<file path="src/rtl/dec3to8_strobe.sv">
// Registered 3-to-8 one-hot strobe decoder with valid/ready intake, a one-entry
// pending buffer, programmable hold/gap timing. Optional parity check: DEC_PARITY_EN.
module dec3to8_strobe #(
   parameter int HOLD_CYCLES = 4,
   parameter int GAP_CYCLES  = 1,
   parameter int CNT_W       = 8
) (
   input  logic       clk,
   input  logic       rst,
   input  logic       in_valid,
   output logic       in_ready,
   input  logic [2:0] A,
`ifdef DEC_PARITY_EN
   input  logic       A_par,
   output logic       err,
`endif
   output logic [7:0] Y,
   output logic       busy,
   output logic       done
);

   typedef enum logic [1:0] {
      ST_IDLE  = 2'd0,
      ST_DRIVE = 2'd1,
      ST_GAP   = 2'd2
   } state_e;

   localparam int               MAX_CYC   = (HOLD_CYCLES > GAP_CYCLES) ? HOLD_CYCLES : GAP_CYCLES;
   localparam bit               HAS_GAP   = (GAP_CYCLES > 0);
   localparam logic [CNT_W-1:0] CNT_ZERO  = CNT_W'(0);
   localparam logic [CNT_W-1:0] CNT_ONE   = CNT_W'(1);
   localparam logic [CNT_W-1:0] HOLD_LOAD = CNT_W'(HOLD_CYCLES - 1);
   localparam logic [CNT_W-1:0] GAP_LOAD  = HAS_GAP ? CNT_W'(GAP_CYCLES - 1) : CNT_W'(0);

   if (CNT_W < $clog2(MAX_CYC)) begin : g_bad_cnt_w
      $error("dec3to8_strobe: CNT_W too narrow for HOLD_CYCLES/GAP_CYCLES");
   end
   if ((HOLD_CYCLES < 1) || (HOLD_CYCLES > 255) || (GAP_CYCLES < 0) || (GAP_CYCLES > 255)) begin : g_bad_timing
      $error("dec3to8_strobe: HOLD_CYCLES must be 1..255 and GAP_CYCLES 0..255");
   end

   function automatic logic [7:0] onehot(input logic [2:0] code);
      logic [7:0] y;
      case (code)
         3'd0:    y = 8'b0000_0001;
         3'd1:    y = 8'b0000_0010;
         3'd2:    y = 8'b0000_0100;
         3'd3:    y = 8'b0000_1000;
         3'd4:    y = 8'b0001_0000;
         3'd5:    y = 8'b0010_0000;
         3'd6:    y = 8'b0100_0000;
         3'd7:    y = 8'b1000_0000;
         default: y = 8'b0000_0000;
      endcase
      return y;
   endfunction

`ifdef DEC_PARITY_EN
   function automatic logic parity_bad(input logic [2:0] code, input logic par);
      return ^{code, par};
   endfunction
`endif

   state_e           state_q, state_d;
   logic [CNT_W-1:0] cnt_q, cnt_d;
   logic [2:0]       code_q, code_d;
   logic             pend_valid_q, pend_valid_d;
   logic [2:0]       pend_code_q, pend_code_d;
   logic [7:0]       y_q, y_d;
   logic             busy_q, busy_d;
   logic             done_q, done_d;
   logic             accept, take_new, have_next;
   logic [2:0]       next_code;

   // Readiness depends only on registered state, never on in_valid.
   assign in_ready = !rst && ((state_q == ST_IDLE) || !pend_valid_q);
   assign accept   = in_valid && in_ready;

`ifdef DEC_PARITY_EN
   logic err_q, err_d;
   assign take_new = accept && !parity_bad(A, A_par);
   assign err_d    = accept &&  parity_bad(A, A_par);
   assign err      = err_q;
`else
   assign take_new = accept;
`endif

   // A code arriving in the very cycle a strobe/gap ends is started directly.
   assign have_next = pend_valid_q || take_new;
   assign next_code = pend_valid_q ? pend_code_q : A;

   // Next-state, counter, pending buffer and registered-output computation.
   always_comb begin
      state_d      = state_q;
      cnt_d        = cnt_q;
      code_d       = code_q;
      pend_valid_d = pend_valid_q;
      pend_code_d  = pend_code_q;
      done_d       = 1'b0;
      case (state_q)
         ST_IDLE: begin
            if (take_new) begin
               code_d  = A;
               cnt_d   = HOLD_LOAD;
               state_d = ST_DRIVE;
            end else begin
               state_d = ST_IDLE;
            end
         end
         ST_DRIVE: begin
            if (cnt_q != CNT_ZERO) begin
               cnt_d = cnt_q - CNT_ONE;
               if (take_new) begin
                  pend_valid_d = 1'b1;
                  pend_code_d  = A;
               end else begin
                  pend_valid_d = pend_valid_q;
               end
            end else begin
               done_d = 1'b1;
               if (HAS_GAP) begin
                  cnt_d   = GAP_LOAD;
                  state_d = ST_GAP;
                  if (take_new) begin
                     pend_valid_d = 1'b1;
                     pend_code_d  = A;
                  end else begin
                     pend_valid_d = pend_valid_q;
                  end
               end else if (have_next) begin
                  code_d       = next_code;
                  pend_valid_d = 1'b0;
                  cnt_d        = HOLD_LOAD;
                  state_d      = ST_DRIVE;
               end else begin
                  cnt_d   = CNT_ZERO;
                  state_d = ST_IDLE;
               end
            end
         end
         ST_GAP: begin
            if (cnt_q != CNT_ZERO) begin
               cnt_d = cnt_q - CNT_ONE;
               if (take_new) begin
                  pend_valid_d = 1'b1;
                  pend_code_d  = A;
               end else begin
                  pend_valid_d = pend_valid_q;
               end
            end else if (have_next) begin
               code_d       = next_code;
               pend_valid_d = 1'b0;
               cnt_d        = HOLD_LOAD;
               state_d      = ST_DRIVE;
            end else begin
               cnt_d   = CNT_ZERO;
               state_d = ST_IDLE;
            end
         end
         default: begin
            state_d      = ST_IDLE;
            cnt_d        = CNT_ZERO;
            pend_valid_d = 1'b0;
         end
      endcase
      y_d    = (state_d == ST_DRIVE) ? onehot(code_d) : 8'h00;
      busy_d = (state_d != ST_IDLE) || pend_valid_d;
   end

   // State and output registers with synchronous reset.
   always_ff @(posedge clk) begin
      if (rst) begin
         state_q      <= ST_IDLE;
         cnt_q        <= CNT_ZERO;
         code_q       <= 3'd0;
         pend_valid_q <= 1'b0;
         pend_code_q  <= 3'd0;
         y_q          <= 8'h00;
         busy_q       <= 1'b0;
         done_q       <= 1'b0;
      end else begin
         state_q      <= state_d;
         cnt_q        <= cnt_d;
         code_q       <= code_d;
         pend_valid_q <= pend_valid_d;
         pend_code_q  <= pend_code_d;
         y_q          <= y_d;
         busy_q       <= busy_d;
         done_q       <= done_d;
      end
   end

`ifdef DEC_PARITY_EN
   // Parity error pulse register.
   always_ff @(posedge clk) begin
      if (rst) begin
         err_q <= 1'b0;
      end else begin
         err_q <= err_d;
      end
   end
`endif

   assign Y    = y_q;
   assign busy = busy_q;
   assign done = done_q;

endmodule

</file>
<file path="config.mk">
export PLATFORM = sky130hd
export DESIGN_NAME = dec3to8_strobe
export DESIGN_NICKNAME = d
export VERILOG_FILES = /design/src/rtl/dec3to8_strobe.sv
export SDC_FILE = /design/constraint.sdc
export NUM_CORES = 1
export LEC_CHECK = 0
export BUFFER_PORTS_ARGS = -buffer_cell sky130_fd_sc_hd__buf_2
export CORE_MARGIN = 2
export CORE_UTILIZATION = 40
export CTS_BUF_LIST = sky130_fd_sc_hd__clkbuf_4 sky130_fd_sc_hd__clkbuf_8 sky130_fd_sc_hd__clkbuf_16
export CTS_CLUSTER_SIZE = 20
export DETAILED_ROUTE_END_ITERATION = 12
export GPL_TIMING_DRIVEN = 1
export PLACE_DENSITY = 0.65
export SLEW_MARGIN = 20
export SYNTH_ARGS = -nofsm -noshare
export SYNTH_HDL_FRONTEND = slang
export SYNTH_SLANG_ARGS = --single-unit
</file>
<file path="constraint.sdc">
create_clock -name clk -period 1.81 [get_ports clk]
set_clock_uncertainty 0.1 [all_clocks]
set_input_delay 0.2715 -clock clk [delete_from_list [all_inputs] [get_ports clk]]
set_output_delay 0.2715 -clock clk [all_outputs]
set_load 0.01 [all_outputs]
</file>
==> results.toml, run 1 <==
[floorplan]
die_y_um = 62.2
ios = 17
num_rows = 21
start_util = 0.413
die_w_um = 62.2
core_area_um2 = 3280
dieArea_um2 = 3870

[run_status]
violations = "setup timing"
status = "finished with violations"

[setup_path]
worstPathRequired_ps = 1970
r2r_cells = 6
regToRegSetupSlack_ps = -180
arrival_ps = 2140
worstSetupEndpointType = "register"
start_kind = "register"
r2r-end = "Y[6]"
timing.rr.start = "cnt_q[2]"
worstSetupPathType = "reg2reg"
crit_path_max_fanout = 5

[sta]
rsz0062_at_grt = "true"
worst_pin_slew_ps = 397
relSlewSlack = 0.735
fmax_mhz = 504
min_period_ps = 1990
hold_violations = 0
totalNegativeSetupSlack_ps = -2480
min_period_over_period = 1.10
fin_ws_ps = -176
whs_ps = 128
finalSetupViolCount = 23
timing.final.max_slew_violations = 0

[cts]
cts_buffer_depth = 2
cts_root_buf = "clkbuf_4"
worst_skew_pair.late_latency_ps = 330
clk_pin_slew_ps = 140
cts_buffers = 3
tritoncts = "done"
h-tree-depth = 1
clock_sinks = 27
cts_hold_buf = 0

[route]
routedWlPerCell_um = 15.3
viasPerCell = 5.51
wl_mm = 3.82
drc = 0
ant_nets = 0
drtIter0Drc = 107
drt_pass1_iterations = 4
vias = 1378

[pwr]
clock_power_share = 0.070
pwr-share-comb = 0.685
switchingPower_mw = 1.72
seqPwrFrac = 0.245
leakagePower_nw = 0.817
report.power.total_mw = 3.96
ir_drop_mv = 0.671
p_per_area_nw_per_um2 = 2030
p_int_mw = 2.24
switching_share = 0.434

[cells_and_area]
fin_area_um2 = 1950
n_antenna_cell = 0
area_growth_pct = 43.6
final_core_util = 0.593
nNetsFinal = 212
drive_gt1_frac = 0.505
final_cells = 250

[placed_design]
io_buffers = 16
gp_congestion = 0.904
post-place-ws_ps = -176
dpl.hpwl_mm = 2.54
dp.cells = 234
dpl-instance-area_um2 = 1660

[synthesis]
synth_top_cells_by_count = "dfxtp_1 (27), nor2_1 (21), nor3_1 (12), a21oi_1 (9), nand2_1 (9)"
syn_avg_cell_area_um2 = 8.86
synth_area_um2 = 1360
yosysMostFrequentCell = "dfxtp_1"
synth.distinct_cells = 44
synthesis.nets = 160
synth_warnings = 0
netlist_instances = 153
synth-edff-count = 0
async_flop_share = 0
synth-main-ff-cell = "dfxtp_1"
synthTopCellsByArea = "dfxtp_1 (40%), nor2_1 (5.8%), nor3_1 (4.4%)"
ys_ff_latch = 27
seq_area_frac_synth = 0.399
post-synth-top-area-cell = "dfxtp_1"
synth_top_cell_area_share = 0.399

[grt]
grt_pass1_wl_mm = 5.47
grt_pass1_vias = 1300
grt_max_degree = 15
grt_antenna_before_repair = 0
gr-total-overflow = 0
grt.total_usage = 0.173

[hold_path]
worstHoldStart = "A[2]"
holdPathEnd = "pend_code_q[2]"
holdPathStages = 3
hold_path.class = "in2reg"

[run]
cap_violations = 0
cells in the final DEF (no fill, tap or decap), types with 2 or more instances in the layout:
cell	n
inv_1	4
nand3_1	7
dfxtp_1	21
a31oi_1	2
or4_2	2
nor2_1	17
nor3_4	2
a21oi_1	6
o22a_1	2
dfxtp_2	4
buf_6	6
buf_4	30
nor2_2	4
buf_2	16
clkbuf_4	4
o221a_4	2
mux2_2	5
xor2_1	2
mux2i_1	3
nand2_1	8
nor2b_4	2
nor3_1	7
o21ai_0	6
dfxtp_4	2
a21oi_2	3
xnor2_1	2
nor3_2	4
cells by family after synthesis:
| family | count (synthesis) | share of synthesized area |
|---|---|---|
| simple gates | 65 | 0.248 |
| xor+xnor | 4 | 0.0258 |
| flops | 27 | 0.399 |
| compound gates | 38 | 0.225 |
| fa+ha+maj | 1 | 0.00922 |
| mux | 8 | 0.0637 |
| buf+inv | 10 | 0.0295 |
metal layers:
metal	track usage	routed length, µm	part of all wire	up-vias
met1	0.206	1570	0.41	659
met3	0.0290	165	0.043	13
li1	-	-	-	665
met4	0.0472	95	0.025	0
met5	0	0	0	-
met2	0.319	1990	0.52	41
flip-flops by register name, summed over array words and instances, names as in the netlist:
register / cells
pend_valid_q: 1
cnt_q: 8
done: 1
busy: 1
pend_code_q: 3
code_q: 3
state_q: 2
Y: 8
what timing repair did:
action	4_1_cts	5_1_grt
pin swaps	2	16
buffers inserted	5	9
gates resized for setup	15	29
hold endpoints to repair	0	0
endpoints found under the setup margin	22	23
how the worst max path moves through the flow:
stage / startpoint / to / slack (ps) / cells after the start
global route: cnt_q[2] / Y[6] / -240 / 6
global placement: cnt_q[1] / Y[4] / -110 / 7
CTS: cnt_q[5] / pend_code_q[1] / -90 / 5
finish: cnt_q[2] / Y[6] / -180 / 6
floorplan: cnt_q[5] / code_q[1] / -20 / 5
detailed placement: cnt_q[1] / Y[5] / -180 / 7
power groups by stage:
stage	registers [mW]	logic [mW]	clock network [mW]
2_1_floorplan	0.937	1.22	0
3_3_place_gp	0.942	1.83	0
3_5_place_dp	0.953	1.87	0
4_1_cts	0.948	2.07	0.280
5_1_grt	0.992	2.89	0.310
6_report	0.968	2.71	0.278
cell type report:
class                      instances  area, µm²
fill                             286       1340
multi-input combinational        116        916
sequential                        27        553
timing repair buffer              52        373
tap                               46       57.6
clock buffer                       4       30.0
inverter                           5       18.8
worst max-delay path: stages (launching register included):
cell	delay (ps)
dfxtp_4	390
nor4_2	310
buf_4	210
o2111ai_4	200
mux2_2	360
a21bo_2	220
nor3_1	130
(Power assumes the default switching activity.)
==> run 2, diff against run 1 <==
--- a/config.mk
+++ b/config.mk
@@ -6,13 +6,15 @@
 export NUM_CORES = 1
 export LEC_CHECK = 0
 export BUFFER_PORTS_ARGS = -buffer_cell sky130_fd_sc_hd__buf_2
+export CELL_PAD_IN_SITES_DETAIL_PLACEMENT = 1
+export CELL_PAD_IN_SITES_GLOBAL_PLACEMENT = 1
 export CORE_MARGIN = 2
-export CORE_UTILIZATION = 40
+export CORE_UTILIZATION = 38
 export CTS_BUF_LIST = sky130_fd_sc_hd__clkbuf_4 sky130_fd_sc_hd__clkbuf_8 sky130_fd_sc_hd__clkbuf_16
 export CTS_CLUSTER_SIZE = 20
 export DETAILED_ROUTE_END_ITERATION = 12
 export GPL_TIMING_DRIVEN = 1
-export PLACE_DENSITY = 0.65
+export PLACE_DENSITY = 0.77
 export SLEW_MARGIN = 20
 export SYNTH_ARGS = -nofsm -noshare
 export SYNTH_HDL_FRONTEND = slang
==> run 2 against run 1 <==
- the run still ends with setup timing left
- worst hold slack worse by 5.4 ps
- cell count shrank 2.0%
- largest cell class unchanged
- global-route usage increased by 5.1 points
- critical endpoint is now cnt_q[4]
- wire length grew 21%
- flip-flop and latch count did not move
- clock power grew 3%
- worst setup slack got worse by 27 ps
- via count decreased by 0.87%
- total power is 2.3% lower
- clock-buffer cell count fell by 1
- combinational power decreased by 3%
- critical path depth rose by 1
==> results.toml, run 2 (synthesis gave the netlist of run 1 again) <==
[grt]
grt_pass1_vias = 1527
gr-total-overflow = 0
grt_max_degree = 17
grt_antenna_before_repair = 0
grt.total_usage = 0.224
grt_pass1_wl_mm = 7.18

[setup_path]
r2r-end = "cnt_q[4]"
start_kind = "register"
crit_top_cell = "a21oi_1"
crit_path_max_fanout = 6
worstPathRequired_ps = 1950
critical-path-max-stage-delay_ps = 560
worstSetupEndpointType = "register"
r2r_cells = 7
regToRegSetupSlack_ps = -200
worstSetupPathType = "reg2reg"
slowest_stage = "or4_4"
critPathTopFamily = "simple AND/OR/NAND/NOR gates"
arrival_ps = 2150
cp_num_buf_inv = 2
timing.rr.start = "cnt_q[3]"
cp_cell_sequence = "or4_4 -> nor3_4 -> buf_6 -> nor3_1 -> a21oi_1 -> buf_4 -> a21oi_1"

[pwr]
leakagePower_nw = 0.797
ir_drop_mv = 0.814
report.power.total_mw = 3.87
p_per_area_nw_per_um2 = 2040

[placed_design]
io_buffers = 16
dpl.hpwl_mm = 3.15
gp_congestion = 0.951
dpl-instance-area_um2 = 1670

[cells_and_area]
layout_common_cells = "buf_4 (28), nor2_1 (21), dfxtp_1 (20)"
area.sequential_um2 = 554
nNetsFinal = 207
multi_input_area_um2 = 908
n_antenna_cell = 0
drive_gt1_frac = 0.467
fill_cells = 386
area_growth_pct = 39.6
final_common_cell = "buf_4"
fin_area_um2 = 1890

[floorplan]
die_w_um = 63.7
core_area_um2 = 3390
num_rows = 21
ios = 17
dieArea_um2 = 4060
start_util = 0.400
die_y_um = 63.7

[cts]
worst_skew_pair.late_latency_ps = 340
h-tree-depth = 1
cts_hold_buf = 0
cts_buffers = 3
clk_pin_slew_ps = 160
cts_root_buf = "clkbuf_4"
clock_sinks = 27
tritoncts = "done"
cts_buffer_depth = 2

[run_status]
violations = "setup timing"
status = "finished with violations"

[sta]
whs_ps = 123
worst_pin_slew_ps = 402
relSlewSlack = 0.731
timing.final.max_slew_violations = 0
rsz0062_at_grt = "true"
min_period_ps = 2010
fmax_mhz = 497
min_period_over_period = 1.11
finalSetupViolCount = 20
fin_ws_ps = -202
hold_violations = 0

[route]
drtIter0Drc = 29
vias = 1366
viasPerCell = 5.58
ant_nets = 0
drc = 0
wl_mm = 4.62
routedWlPerCell_um = 18.9
drt_pass1_iterations = 4

[hold_path]
hold_path.class = "in2reg"
holdPathEnd = "pend_code_q[0]"
holdPathStages = 3
worstHoldStart = "A[0]"

[run]
cap_violations = 0
## run 2: power by group
group / internal, mW / switching [mW]
Sequential: 0.793 / 0.173
Combinational: 1.25 / 1.37
Clock: 0.0847 / 0.201
Total: 2.12 / 1.74
## run 2: worst max-delay path by stage
stage	start	endpoint	slack, ps	cells after the start
CTS	cnt_q[3]	pend_code_q[1]	-130	5
detailed placement	cnt_q[1]	Y[5]	-180	7
floorplan	cnt_q[5]	code_q[1]	-20	5
global placement	cnt_q[2]	Y[4]	-110	5
finish	cnt_q[3]	cnt_q[4]	-200	7
global route	cnt_q[3]	cnt_q[3]	-240	7
## run 2: tightest hold or removal path, stage by stage
cell and delay, ps:
buf_2 120, mux2i_1 70, nor2_1 70
## run 2: metal layers
metal  routed length (µm)  part of all wire  vias up  global-route usage
met2                 2600              0.56       24               0.433
met3                   78             0.017       12              0.0194
met1                 1820              0.39      678               0.247
met4                  126             0.027        0              0.0924
li1                     -                 -      652                   -
met5                    0                 0        -                   0
## run 2: final cells by class
cell class / count / area share
multi-input cells: 116 / 0.480
inverters: 5 / 0.00991
clock inverters: 1 / 0.00397
flip-flops and latches: 27 / 0.293
clock buffers: 3 / 0.0119
repair buffers: 47 / 0.171
well taps: 46 / 0.0304
## run 2: what timing repair did
item	CTS	global route
endpoints found under the setup margin	24	24
buffers inserted	4	2
cloned	0	0
resized for setup	18	22
pin swaps	1	8
## run 2: stage by stage
step	setup slack, ps	utilization	setup TNS [ps]	std cells
after floorplan	-22.9	-	-90.5	153
after global placement	-112	0.492	-961	235
final	-202	0.559	-2350	245
after detailed placement	-177	0.492	-1830	235
after global routing	-244	0.559	-3720	245
after CTS	-128	0.529	-1720	243
==> run 3, diff against run 2 <==
--- a/config.mk
+++ b/config.mk
@@ -8,7 +8,6 @@
 export BUFFER_PORTS_ARGS = -buffer_cell sky130_fd_sc_hd__buf_2
 export CELL_PAD_IN_SITES_DETAIL_PLACEMENT = 1
 export CELL_PAD_IN_SITES_GLOBAL_PLACEMENT = 1
-export CORE_MARGIN = 2
 export CORE_UTILIZATION = 38
 export CTS_BUF_LIST = sky130_fd_sc_hd__clkbuf_4 sky130_fd_sc_hd__clkbuf_8 sky130_fd_sc_hd__clkbuf_16
 export CTS_CLUSTER_SIZE = 20
==> run 3 against run 2 <==
- the flow still finishes with violations (setup timing)
- worst hold slack better by 5.4 ps
- first-iteration DRC count up 24%
- sequential power up 2.2%
- clock power down 3%
- combinational power up 4%
- flip-flop and latch count unchanged
- non-clock buffer count up 1
- sequential share of layout area down 1.2 points
- core utilization up 2.6 points
- register-to-register slack better by 60 ps
- die area down 6.2%
- critical endpoint unchanged
- highest routed layer unchanged
==> results.toml, run 3 (synthesis gave the netlist of run 1 again) <==
[run_status]
status = "finished with violations"
violations = "setup timing"

[floorplan]
start_util = 0.400
dieArea_um2 = 3810
num_rows = 21
die_y_um = 61.7
core_area_um2 = 3390
die_w_um = 61.7
ios = 17

[setup_path]
cp_cell_sequence = "or4_4 -> nor3_4 -> buf_6 -> nor3_2 -> a21oi_1 -> buf_4 -> a21oi_1"
worstSetupEndpointType = "register"
slowest_stage = "or4_4"
worstSetupPathType = "reg2reg"
crit_path_max_fanout = 5
critical-path-max-stage-delay_ps = 550
critPathTopFamily = "simple AND/OR/NAND/NOR gates"
arrival_ps = 2090
crit_top_cell = "a21oi_1"
worstPathRequired_ps = 1950
cp_num_buf_inv = 2
start_kind = "register"

[sta]
timing.final.max_slew_violations = 0
fmax_mhz = 511
fin_ws_ps = -145
relSlewSlack = 0.674
min_period_ps = 1960
hold_violations = 0
whs_ps = 128
worst_pin_slew_ps = 488
rsz0062_at_grt = "true"
min_period_over_period = 1.08
finalSetupViolCount = 19

[pwr]
leakagePower_nw = 0.813
p_per_area_nw_per_um2 = 2010
ir_drop_mv = 0.900
report.power.total_mw = 3.99

[placed_design]
gp_congestion = 0.894
io_buffers = 16
dpl.hpwl_mm = 2.93
post-place-ws_ps = -240
dp.cells = 233

[grt]
gr-total-overflow = 0
grt_pass1_wl_mm = 6.35
grt_max_degree = 17
grt_antenna_before_repair = 0
grt.total_usage = 0.230
grt_pass1_vias = 1373

[cells_and_area]
area_growth_pct = 46.0
final_common_cell = "buf_4"
nNetsFinal = 208
layout_common_cells = "buf_4 (30), dfxtp_1 (19), nor2_1 (17)"
n_antenna_cell = 0
drive_gt1_frac = 0.540
final_cells = 246

[route]
drtIter0Drc = 36
viasPerCell = 5.61
drc = 0
wl_mm = 4.51
routedWlPerCell_um = 18.3
drt_pass1_iterations = 4
vias = 1379
ant_nets = 0

[cts]
cts_buffers = 3
h-tree-depth = 1
worst_skew_pair.late_latency_ps = 340
clk_pin_slew_ps = 140
tritoncts = "done"
cts_buffer_depth = 2
cts_root_buf = "clkbuf_4"
clock_sinks = 27

[run]
cap_violations = 0

[hold_path]
hold_path.class = "in2reg"
==> run 3: routing by layer <==
| layer | routed length, µm | share of wire | GRT usage | vias to the layer above |
|---|---|---|---|---|
| li1 | - | - | - | 649 |
| met1 | 1800 | 0.40 | 0.258 | 698 |
| met2 | 2480 | 0.55 | 0.435 | 19 |
| met3 | 70 | 0.016 | 0.0207 | 13 |
| met4 | 154 | 0.034 | 0.108 | 0 |
| met5 | 0 | 0 | 0 | - |
==> run 3: where the power goes <==
| group | switching [mW] | internal, mW |
|---|---|---|
| combinational | 1.41 | 1.31 |
| clock | 0.192 | 0.0850 |
| sequential | 0.193 | 0.795 |
| total | 1.80 | 2.19 |
==> run 3: worst paths after layout <==
check                           startpoint              to  slack, ps  depth (start not counted)
worst max-delay path              cnt_q[3]        cnt_q[4]       -150                          7
worst min-delay path                  A[1]  pend_code_q[1]        130                          3
worst max register to register    cnt_q[3]        cnt_q[4]       -150                          7
worst min register to register    cnt_q[4]        cnt_q[4]        420                          2
==> run 3: final cells by class <==
cell class / count / area [µm²]
fillers: 382 / 1410
multi-input cells: 116 / 991
flip-flops and latches: 27 / 556
repair buffers: 48 / 328
well taps: 46 / 57.6
clock buffers: 3 / 22.5
inverters: 5 / 18.8
clock inverters: 1 / 7.51
==> run 3: what timing repair did <==
action | CTS | global route
hold buffers | 0 | 0
pin swaps | 6 | 15
resized for setup | 24 | 33
setup buffers | 5 | 5
endpoints found under the setup margin | 24 | 25
==> run 3: through the flow <==
step | util | setup TNS (ps) | cell area, µm²
detailed placement | 0.488 | -2220 | 1650
floorplan | - | -90.5 | 1370
finish | 0.584 | -1650 | 1980
global route | 0.584 | -3070 | 1980
CTS | 0.539 | -1210 | 1830
global placement | 0.488 | -1500 | 1650
==> run 3: worst min-delay path: cells and delay by family <==
kind	cells	cell delay, ps
multiplexers	1	70
buffers and inverters	1	120
AND/OR/NAND/NOR	1	70
